$ cat src/rtl/key_scan_arb.sv
// key_scan_arb: one shared debounce counter qualifies level changes on NUM_KEYS active-low keys, round-robin.
// Latency: LOCK entered 2 edges after a new level is first sampled; commit/flag CNT_MAX+1 edges after entry.
// Backpressure: none; keys that changed wait in SCAN order and keep their change until their level reverts.
// Build option: define KEY_RELEASE_FLAG_EN to add key_rel_flag (one-cycle pulse per qualified release).
module key_scan_arb #(
  parameter int NUM_KEYS = 4,
  parameter int CNT_MAX  = 999_999
) (
  input  logic                clk,
  input  logic                rst_n,
  input  logic [NUM_KEYS-1:0] key_in,
  output logic [NUM_KEYS-1:0] key_flag,
  output logic [NUM_KEYS-1:0] key_state,
`ifdef KEY_RELEASE_FLAG_EN
  output logic [NUM_KEYS-1:0] key_rel_flag,
`endif
  output logic                busy
);

  // Index and counter widths; both kept at least one bit wide for degenerate parameters.
  localparam int IW = (NUM_KEYS > 1) ? $clog2(NUM_KEYS) : 1;
  localparam int CW = (CNT_MAX > 0) ? $clog2(CNT_MAX + 1) : 1;
  localparam logic [CW-1:0] CNT_LAST = CW'(CNT_MAX);

  typedef enum logic {
    SCAN = 1'b0,
    LOCK = 1'b1
  } state_t;

  logic [NUM_KEYS-1:0] key_meta;
  logic [NUM_KEYS-1:0] key_sync;
  state_t              state;
  logic [IW-1:0]       rr_ptr;
  logic [IW-1:0]       idx;
  logic [CW-1:0]       cnt;

  logic [NUM_KEYS-1:0] cand;
  logic                cand_vld;
  logic [IW-1:0]       cand_idx;
  logic [IW-1:0]       idx_next;
  logic                lock_bounce;
  logic                lock_done;

  // Add an offset to a key index, wrapping modulo NUM_KEYS (works for non power-of-two counts).
  function automatic logic [IW-1:0] wrap_add(input logic [IW-1:0] base, input int off);
    int sum;
    sum = int'(base) + off;
    if (sum >= NUM_KEYS) begin
      sum = sum - NUM_KEYS;
    end
    return IW'(sum);
  endfunction

  // Two-flop synchronizer per key; idles at the released level so reset never looks like a press.
  always_ff @(posedge clk or negedge rst_n) begin
    if (!rst_n) begin
      key_meta <= '1;
      key_sync <= '1;
    end else begin
      key_meta <= key_in;
      key_sync <= key_meta;
    end
  end

  // A key is pending whenever its synchronized level disagrees with its debounced level.
  assign cand        = key_sync ^ key_state;
  assign idx_next    = wrap_add(idx, 1);
  assign lock_bounce = (key_sync[idx] == key_state[idx]);
  assign lock_done   = (cnt == CNT_LAST);

  // Pick the first pending key at or after rr_ptr, wrapping around the key vector.
  always_comb begin
    cand_vld = 1'b0;
    cand_idx = rr_ptr;
    for (int off = 0; off < NUM_KEYS; off++) begin
      if (!cand_vld && cand[wrap_add(rr_ptr, off)]) begin
        cand_vld = 1'b1;
        cand_idx = wrap_add(rr_ptr, off);
      end
    end
  end

  // SCAN/LOCK arbiter: owns the shared counter, debounced levels, pointer and all registered outputs.
  always_ff @(posedge clk or negedge rst_n) begin
    if (!rst_n) begin
      state        <= SCAN;
      rr_ptr       <= '0;
      idx          <= '0;
      cnt          <= '0;
      busy         <= 1'b0;
      key_state    <= '1;
      key_flag     <= '0;
`ifdef KEY_RELEASE_FLAG_EN
      key_rel_flag <= '0;
`endif
    end else begin
      // Flags are single-cycle pulses; only a commit below raises one bit.
      key_flag     <= '0;
`ifdef KEY_RELEASE_FLAG_EN
      key_rel_flag <= '0;
`endif
      case (state)
        SCAN: begin
          if (cand_vld) begin
            idx   <= cand_idx;
            cnt   <= '0;
            busy  <= 1'b1;
            state <= LOCK;
          end
        end
        LOCK: begin
          if (lock_bounce) begin
            // Level went back before the window closed: drop it and move on fairly.
            rr_ptr <= idx_next;
            busy   <= 1'b0;
            state  <= SCAN;
          end else if (lock_done) begin
            // Stable for the full window: flip the debounced level and report the edge.
            key_state[idx] <= ~key_state[idx];
            if (key_state[idx]) begin
              key_flag[idx] <= 1'b1;
            end
`ifdef KEY_RELEASE_FLAG_EN
            else begin
              key_rel_flag[idx] <= 1'b1;
            end
`endif
            rr_ptr <= idx_next;
            cnt    <= '0;
            busy   <= 1'b0;
            state  <= SCAN;
          end else begin
            cnt <= cnt + 1'b1;
          end
        end
        default: begin
          busy  <= 1'b0;
          state <= SCAN;
        end
      endcase
    end
  end

endmodule

$ cat config.mk
export PLATFORM = sky130hd
export DESIGN_NAME = key_scan_arb
export DESIGN_NICKNAME = d
export VERILOG_FILES = /design/src/rtl/key_scan_arb.sv
export SDC_FILE = /design/constraint.sdc
export NUM_CORES = 1
export LEC_CHECK = 0
export BUFFER_PORTS_ARGS = -buffer_cell sky130_fd_sc_hd__buf_4
export CORE_MARGIN = 5
export CORE_UTILIZATION = 35
export DETAILED_ROUTE_END_ITERATION = 6
export SKIP_LAST_GASP = 1
export SYNTH_ARGS = -nofsm -noshare
export SYNTH_HDL_FRONTEND = slang
export SYNTH_SLANG_ARGS = --single-unit
$ cat constraint.sdc
create_clock -name clk -period 2.13 [get_ports clk]
set_clock_uncertainty 0.1 [all_clocks]
set_input_delay 0 -clock clk [delete_from_list [all_inputs] [get_ports clk]]
set_output_delay 0 -clock clk [all_outputs]
set_load 0.02 [all_outputs]
==> results of run 1 <==
## flip-flops by register name (all words and copies together), names as in the netlist
| signal | flops |
|---|---|
| state | 1 |
| busy | 1 |
| idx | 2 |
| rr_ptr | 2 |
| key_state | 4 |
| key_meta | 4 |
| key_sync | 4 |
| cnt | 20 |
| key_flag | 4 |
## cell type report
| class | count | area, um^2 |
|---|---|---|
| timing repair buffer | 49 | 405 |
| inverter | 9 | 33.8 |
| clock buffer | 6 | 93.8 |
| fill | 543 | 3140 |
| tap | 75 | 93.8 |
| multi-input combinational | 151 | 1080 |
| sequential | 42 | 1070 |
| clock inverter | 2 | 38.8 |
## placed cells by master (no fill, tap or decap), types with 6 or more instances in the layout
cell type   n
nand3_1    11
dfstp_2    12
nand2_1    17
inv_1       9
dfrtp_1    30
o31ai_1     6
a21oi_1    15
o21ai_0    17
buf_4      42
or3_1       8
nor2_1      8
or4_1       7
## worst min-delay path by stage
stage / from / to / slack (ns)
after floorplan: rst_n / busy$_DFFE_PN0P_ / -0.40
after global placement: rst_n / cnt[9]$_DFFE_PN0P_ / -0.08
after detailed placement: rst_n / cnt[9]$_DFFE_PN0P_ / -0.08
after CTS: rst_n / cnt[9]$_DFFE_PN0P_ / 0.14
after global routing: rst_n / cnt[11]$_DFFE_PN0P_ / 0.19
final: rst_n / state$_DFF_PN0_ / 0.14
## critical path, cell delays in order (launching register included)
cell	delay [ns]
dfstp_2	0.56
xor2_2	0.17
mux4_2	0.34
mux2i_4	0.09
buf_12	0.17
or4_1	0.49
a21oi_2	0.16
## through the flow
| step | setup WS (ns) | setup TNS [ns] | cells |
|---|---|---|---|
| after floorplan | 0.00172 | 0 | 207 |
| after global placement | -0.00422 | -0.00797 | 321 |
| after detailed placement | -0.0111 | -0.0290 | 321 |
| after CTS | -0.0193 | -0.150 | 334 |
| after global routing | -0.110 | -1.03 | 334 |
| final | -0.0266 | -0.0266 | 334 |
## what timing repair did
action,CTS,global route
endpoints found under the hold margin,46,0
hold buffers,5,0
pin swaps,0,4
gates resized for setup,1,5
setup endpoints to repair,15,28
## power groups by stage
stage	Clock (uW)	Combinational, uW	Sequential (uW)
after floorplan	0	485	995
after detailed placement	0	852	1000
after CTS	747	867	990
final	715	865	990
after global placement	0	848	999
after global routing	772	965	1010
## logic make-up (layout without fill, tap and decap cells)
family / after synthesis / in the layout
AND/OR/NAND/NOR: 77 / 77
multiplexers: 11 / 11
buffers and inverters: 14 / 66
flip-flops: 42 / 42
adder cells (fa/ha/maj): 5 / 5
AO/OA/AOI/OAI: 52 / 52
XOR/XNOR: 6 / 6
## routing by layer
layer / up-vias / GRT usage, % / wire, um
li1: 858 / - / -
met1: 789 / 17.8 / 2160
met2: 31 / 18.8 / 2040
met3: 4 / 2.51 / 180
met4: 0 / 4.95 / 74
met5: - / 0 / 0
==> flow_summary.json, run 1 <==
{
  "synth_top_family_by_area": "simple AND/OR/NAND/NOR gates",
  "finish.utilization_pct": 47.3,
  "power_uw": 2570,
  "dr.first_iter.drc_count": 156,
  "dr.pass1.iters": 4,
  "drt_wl_total_mm": 4.46,
  "slew_headroom_pct": 64.9,
  "cts.root.buffer_cell": "clkbuf_8",
  "clk_path_buf_depth": 2,
  "cts_buffers": 5,
  "hold_path_class": "in2async",
  "peakVddDrop_v": 0.000482,
  "cts_num_sinks": 42,
  "hold_ws_ns": 0.140,
  "p_comb_share_pct": 33.7,
  "r2r-start": "key_sync[2]$_DFF_PN1_",
  "layout_min_cycle_time_ns": 2.16,
  "clk_pin_slew_worst_paths_ns": 0.08,
  "syn_area_um2": 2160,
  "die-area_um2": 7860,
  "drive_gt1_share_pct": 35.1,
  "startpoint_type": "flip-flop",
  "syn_to_final_growth_pct": 30.1,
  "p_int_uw": 1730,
  "postSynthCellCount": 207,
  "dpl.hpwl_mm": 3.19,
  "r2r-end": "cnt[14]$_DFFE_PN0P_",
  "power_frac_clock_pct": 27.8,
  "overflow": 0,
  "p_leak_uw": 0.00118,
  "syn_nets": 218,
  "muxShareOfSynthArea_pct": 6.76,
  "end_kind": "flip-flop",
  "yosys.area_share.simple_pct": 21.4,
  "ys_seq_area_share_pct": 49.2,
  "synthAdderAreaFrac_pct": 2.89,
  "die_h_um": 88.6,
  "grtUsageTotal_pct": 12.6,
  "ant_nets": 0,
  "cp_data_arrival_time_ns": 2.29,
  "synth_compound_area_share_pct": 14.2,
  "start_util_pct": 36.3,
  "rows": 28,
  "slew_violations": 0,
  "async_flop_share_pct": 100,
  "io_pins": 15,
  "drv_cap": 0,
  "ys_ff_latch": 42,
  "place_area_um2": 2610,
  "final_nets": 269,
  "synth_xor_area_share_pct": 2.77,
  "synth.top_cells.by_area": "dfrtp_1 (35%), dfstp_2 (15%), a21oi_1 (4.4%)",
  "avgSynthCellArea_um2": 10.5,
  "fin_area_um2": 2820,
  "grt_pass1_vias": 1566,
  "synth.top_cells.by_count": "dfrtp_1 (30), a21oi_1 (19), nand2_1 (17), o21ai_0 (17), dfstp_2 (12)",
  "grt_pass1_wl_mm": 7.66,
  "startpoint": "key_sync[2]$_DFF_PN1_",
  "status": "finished, violations left",
  "htreeDepth": 2,
  "finalCritPeriodShare_pct": 101,
  "crit_required_ns": 2.26,
  "worstSkewPairLatency_ns": 0.30,
  "r2r_cells": 6,
  "setup-violations-final": 1,
  "synth.largest_area_cell": "dfrtp_1",
  "via_per_inst": 5.04,
  "synth_cell_types": 43,
  "grt_max_degree": 43,
  "num_antenna_cells": 0,
  "final.setup.worst_slack_ns": -0.0266,
  "synth.top_cell.area_share_pct": 34.7,
  "vias": 1682,
  "yosysWarnings": 0,
  "critPathKind": "reg2reg",
  "antenna_found_initial": 0,
  "synthFlopType": "dfrtp_1",
  "cp_max_fo": 28,
  "post_cts_buffers": 0,
  "cts_tree": "done",
  "fmax_mhz": 464,
  "wl_per_cell_um": 13.3,
  "p_switching_uw": 840,
  "synth_edf_count": 0,
  "worstSetupEndpoint": "cnt[14]$_DFFE_PN0P_",
  "core_area_um2": 5960,
  "violations": "setup timing",
  "grt_setup_unrepaired": "yes",
  "r2r_setup_slack_ns": -0.03,
  "finalHoldViolCount": 0,
  "worst_pin_slew_ns": 0.527,
  "io_buffer_count": 14,
  "gp_congestion": 0.810,
  "die_x_um": 88.6,
  "drc": 0,
  "synth_most_common_cell": "dfrtp_1",
  "pwr-share-seq_pct": 38.5,
  "power.density_nw_per_um2": 913,
  "sw_frac_of_total_pct": 32.7
}
Note: power is estimated with default switching activity, not from simulation.
==> run 2, diff against run 1 <==
--- a/config.mk
+++ b/config.mk
@@ -9,7 +9,6 @@
 export CORE_MARGIN = 5
 export CORE_UTILIZATION = 35
 export DETAILED_ROUTE_END_ITERATION = 6
-export SKIP_LAST_GASP = 1
 export SYNTH_ARGS = -nofsm -noshare
 export SYNTH_HDL_FRONTEND = slang
 export SYNTH_SLANG_ARGS = --single-unit
==> flow_summary.json, run 2 (synthesized netlist as in run 1, its figures left out) <==
{
  "place_inst": 321,
  "r2r-start": "key_sync[2]$_DFF_PN1_",
  "rows": 28,
  "finalSetupTns_ns": -0.00222,
  "end_kind": "flip-flop",
  "r2r-end": "cnt[14]$_DFFE_PN0P_",
  "grt_pass1_vias": 1566,
  "htreeDepth": 2,
  "grtUsageMet3_pct": 2.51,
  "crit_required_ns": 2.26,
  "num_antenna_cells": 0,
  "antenna_found_initial": 0,
  "multi_input_area_um2": 1100,
  "worst_pin_slew_ns": 0.524,
  "final_nets": 270,
  "finalCritPeriodShare_pct": 100,
  "slew_headroom_pct": 65.0,
  "core_area_um2": 5960,
  "peakVddDrop_v": 0.000481,
  "layout.cells.non_filler": 335,
  "drv_cap": 0,
  "grtUsageMet2_pct": 18.8,
  "drt_wl_total_mm": 4.48,
  "cp_max_fo": 28,
  "clk_path_buf_depth": 2,
  "final_common_cell": "buf_4",
  "ant_nets": 0,
  "cts_num_sinks": 42,
  "clk_pin_slew_worst_paths_ns": 0.08,
  "finish.utilization_pct": 47.6,
  "wl_per_cell_um": 13.4,
  "vias": 1701,
  "start_util_pct": 36.3,
  "drive_gt1_share_pct": 36.9,
  "grt_setup_unrepaired": "yes",
  "cts_tree": "done",
  "cts.root.buffer_cell": "clkbuf_8",
  "die_h_um": 88.6,
  "finalHoldViolCount": 0,
  "place_area_um2": 2610,
  "grt_max_degree": 43,
  "worstSkewPairLatency_ns": 0.30,
  "busiest_layer": "met2",
  "crit_path_cell_trace": "xor2_2 -> mux4_2 -> mux2i_4 -> buf_12 -> or4_1 -> a21oi_2",
  "die-area_um2": 7860,
  "cp_num_buf_inv": 1,
  "top_register": "cnt",
  "dr.pass1.iters": 4,
  "dr.first_iter.drc_count": 178,
  "drc": 0,
  "r2r_cells": 6,
  "largest_reg_flops": 20,
  "grtUsageTotal_pct": 12.6,
  "cp_data_arrival_time_ns": 2.26,
  "slew_violations": 0,
  "p_leak_uw": 0.00118,
  "critPathKind": "reg2reg",
  "status": "finished, violations left",
  "layout_min_cycle_time_ns": 2.13,
  "fmax_mhz": 469,
  "io_pins": 15,
  "dpl.hpwl_mm": 3.19,
  "die_x_um": 88.6,
  "cpLargestDelayFamily": "flip-flops",
  "violations": "setup timing",
  "slowest_stage": "dfstp_2",
  "overflow": 0,
  "io_buffer_count": 14,
  "final.setup.worst_slack_ns": -0.00222,
  "mostFrequentLayoutCells": "buf_4 (43), dfrtp_1 (30), nand2_1 (17)",
  "hold_path_class": "in2async",
  "nFillCells": 545,
  "syn_to_final_growth_pct": 31.1,
  "cts_buffers": 5,
  "r2r_setup_slack_ns": -0.002,
  "power.density_nw_per_um2": 914,
  "slowest_delay_ns": 0.56,
  "startpoint_type": "flip-flop",
  "power_uw": 2590,
  "setup-violations-final": 1,
  "met1_usage_pct": 17.8,
  "seqCellArea_um2": 1070,
  "via_per_inst": 5.08,
  "fin_area_um2": 2840,
  "grt_pass1_wl_mm": 7.66,
  "gp_congestion": 0.810
}
[run 2: metal layers]
metal,wire length [um],part of all wire (%)
met5,0,0
met2,2060,46
met3,225,5.0
met4,78,1.7
met1,2110,47
[run 2: power breakdown]
group / switching [uW] / total [uW] / leakage, uW / internal, uW
logic: 460 / 889 / 0.000589 / 429
clock network: 293 / 716 / 0.0000665 / 423
registers: 95.9 / 989 / 0.000529 / 893
total: 849 / 2590 / 0.00118 / 1750
[run 2: worst reg2reg max path: stages, from the launching register on]
cell and delay (ns):
dfstp_2 0.56, xor2_2 0.17, mux4_2 0.34, mux2i_4 0.09, buf_12 0.17, or4_1 0.49
a21oi_2 0.14
[run 2: layout make-up]
cell class              instances  share of cell area (%)
repair buffers                 50                    14.6
well taps                      75                    3.31
clock buffers                   6                    3.31
clock inverters                 2                    1.37
inverters                       9                    1.19
multi-input cells             151                    38.7
flip-flops and latches         42                    37.6
[run 2: metrics by stage]
step	hold WS (ns)	setup WS, ns
after floorplan	-0.396	0.00172
after global placement	-0.0817	-0.00422
after detailed placement	-0.0781	-0.0111
after CTS	0.135	-0.0193
after global routing	0.191	-0.0852
final	0.139	-0.00222
[run 2: worst max path at each step]
stage	from	endpoint	slack, ns	cells past startpoint
after detailed placement	cnt[15]$_DFFE_PN0P_	cnt[16]$_DFFE_PN0P_	-0.01	7
after global placement	cnt[15]$_DFFE_PN0P_	cnt[15]$_DFFE_PN0P_	-0.004	7
final	key_sync[2]$_DFF_PN1_	cnt[14]$_DFFE_PN0P_	-0.002	6
after global routing	key_state[2]$_DFFE_PN1P_	cnt[14]$_DFFE_PN0P_	-0.09	6
after CTS	cnt[15]$_DFFE_PN0P_	cnt[16]$_DFFE_PN0P_	-0.02	7
after floorplan	key_state[3]$_DFFE_PN1P_	cnt[18]$_DFFE_PN0P_	0.002	5
[run 2: timing repair]
item | CTS | global route
buffers inserted | 0 | 1
hold buffers | 5 | 0
resized for setup | 1 | 10
pin swaps | 1 | 5
endpoints found under the hold margin | 46 | 0
endpoints found under the setup margin | 15 | 28
gates cloned | 0 | 0
==> run 3, diff against run 2 <==
--- a/config.mk
+++ b/config.mk
@@ -6,9 +6,12 @@
 export NUM_CORES = 1
 export LEC_CHECK = 0
 export BUFFER_PORTS_ARGS = -buffer_cell sky130_fd_sc_hd__buf_4
+export CELL_PAD_IN_SITES_DETAIL_PLACEMENT = 1
+export CELL_PAD_IN_SITES_GLOBAL_PLACEMENT = 1
 export CORE_MARGIN = 5
 export CORE_UTILIZATION = 35
 export DETAILED_ROUTE_END_ITERATION = 6
+export PLACE_DENSITY_LB_ADDON = 0.1
 export SYNTH_ARGS = -nofsm -noshare
 export SYNTH_HDL_FRONTEND = slang
 export SYNTH_SLANG_ARGS = --single-unit
==> flow_summary.json, run 3 (synthesized netlist as in run 1, its figures left out) <==
{
  "via_per_inst": 5.40,
  "die_x_um": 88.6,
  "nFillCells": 677,
  "finalCritPeriodShare_pct": 104,
  "drt_wl_total_mm": 5.79,
  "dr.first_iter.drc_count": 64,
  "rows": 28,
  "power_uw": 2510,
  "finalSetupTns_ns": -0.341,
  "place_area_um2": 2590,
  "cp_num_buf_inv": 1,
  "wl_per_cell_um": 17.3,
  "drive_gt1_share_pct": 36.2,
  "cp_max_fo": 28,
  "end_kind": "flip-flop",
  "cp_data_arrival_time_ns": 2.33,
  "fin_area_um2": 2810,
  "slew_violations": 0,
  "slowest_stage": "dfstp_2",
  "grt_max_degree": 43,
  "gp_congestion": 0.801,
  "htreeDepth": 2,
  "io_buffer_count": 14,
  "cts.root.buffer_cell": "clkbuf_8",
  "finish.utilization_pct": 47.2,
  "slowest_delay_ns": 0.59,
  "top_layer": "met4",
  "critPathKind": "reg2reg",
  "status": "finished, violations left",
  "die_h_um": 88.6,
  "start_util_pct": 36.3,
  "hold_path_class": "in2async",
  "finalHoldViolCount": 0,
  "peakVddDrop_v": 0.000497,
  "vias": 1808,
  "top_register": "cnt",
  "worst_pin_slew_ns": 0.578,
  "layout_min_cycle_time_ns": 2.21,
  "power.density_nw_per_um2": 892,
  "worstSkewPairLatency_ns": 0.29,
  "drv_cap": 0,
  "violations": "setup timing",
  "dr_wl_met2_mm": 2.90,
  "startpoint_type": "flip-flop",
  "final_nets": 270,
  "cts_num_sinks": 42,
  "crit_required_ns": 2.25,
  "dpl.hpwl_mm": 4.10,
  "io_pins": 15,
  "grt_pass1_vias": 1920,
  "mostFrequentLayoutCells": "buf_4 (43), dfrtp_1 (30), a21oi_1 (18)",
  "crit_path_cell_trace": "xor2_2 -> mux4_2 -> mux2i_4 -> buf_12 -> or4_1 -> a21oi_1",
  "grt_pass1_wl_mm": 9.50,
  "grt_setup_unrepaired": "yes",
  "clk_path_buf_depth": 2,
  "grtUsageTotal_pct": 15.8,
  "num_antenna_cells": 0,
  "cts_tree": "done",
  "largest_reg_flops": 20,
  "p_leak_uw": 0.00118,
  "clk_pin_slew_worst_paths_ns": 0.08,
  "cpLargestDelayFamily": "flip-flops",
  "die-area_um2": 7860,
  "slew_headroom_pct": 61.1,
  "hold_ws_ns": 0.142,
  "final.setup.worst_slack_ns": -0.0785,
  "wl_met3_um": 155,
  "ant_nets": 0,
  "drc": 0,
  "wirelength_met1_mm": 2.63,
  "setup-violations-final": 10,
  "final_common_cell": "buf_4",
  "core_area_um2": 5960,
  "overflow": 0,
  "cts_buffers": 5,
  "antenna_found_initial": 0,
  "fmax_mhz": 453,
  "dr.pass1.iters": 4,
  "syn_to_final_growth_pct": 29.8
}
## run 3: cell types whose count changed in the layout (fill, tap and decap cells not counted), sizes merged
cell / previous run / this run
clkbuf: 6 / 5
clkinv: 1 / 2
## run 3: what timing repair did
action / CTS / global route
endpoints found under the setup margin: 18 / 29
hold buffers: 5 / 0
setup buffers: 1 / 3
hold endpoints to repair: 46 / 0
gates cloned: 0 / 0
gates resized for setup: 0 / 8
pin swaps: 2 / 3
## run 3: per-layer routing
layer | GRT usage, % | vias to the layer above
met1 | 20.8 | 915
met4 | 4.81 | 0
li1 | - | 857
met3 | 2.51 | 11
met2 | 26.6 | 25
met5 | 0 | -
## run 3: worst register-to-register path: stages (launching register included)
cell and delay (ns):
dfstp_2 0.59, xor2_2 0.20, mux4_2 0.33, mux2i_4 0.09, buf_12 0.18, or4_1 0.49
a21oi_1 0.16
## run 3: stage by stage
stage	std cells	setup slack, ns
after detailed placement	318	-0.0285
after floorplan	207	0.00172
final	335	-0.0785
after global placement	318	0.0270
after CTS	332	-0.0374
after global routing	335	-0.144
## run 3: power breakdown
part	internal, uW	switching [uW]	total, uW	leakage (uW)
logic	397	491	888	0.000592
registers	893	102	995	0.000529
clock network	345	279	624	0.0000579
total	1630	872	2510	0.00118
## run 3: cell type report
class	count	area (um^2)	share of cell area, %
Clock inverter	3	40.0	1.43
Inverter	9	33.8	1.20
Sequential cell	42	1070	38.0
Clock buffer	5	68.8	2.45
Timing Repair Buffer	50	413	14.7
Tap cell	75	93.8	3.34
Multi-Input combinational cell	151	1090	38.9
## run 3: path summary, 6_finish.rpt
| path | startpoint | to | slack, ns | cells past startpoint |
|---|---|---|---|---|
| setup / recovery | key_state[3]$_DFFE_PN1P_ | cnt[12]$_DFFE_PN0P_ | -0.08 | 6 |
| hold / removal | rst_n | cnt[12]$_DFFE_PN0P_ | 0.14 | 2 |
| setup reg to reg | key_state[3]$_DFFE_PN1P_ | cnt[12]$_DFFE_PN0P_ | -0.08 | 6 |
| min in group clk | key_in[0] | key_meta[0]$_DFF_PN1_ | 0.25 | 2 |
| hold reg to reg | key_meta[0]$_DFF_PN1_ | key_sync[0]$_DFF_PN1_ | 0.26 | 0 |
| max in group asynchronous | rst_n | key_sync[2]$_DFF_PN1_ | 1.41 | 2 |
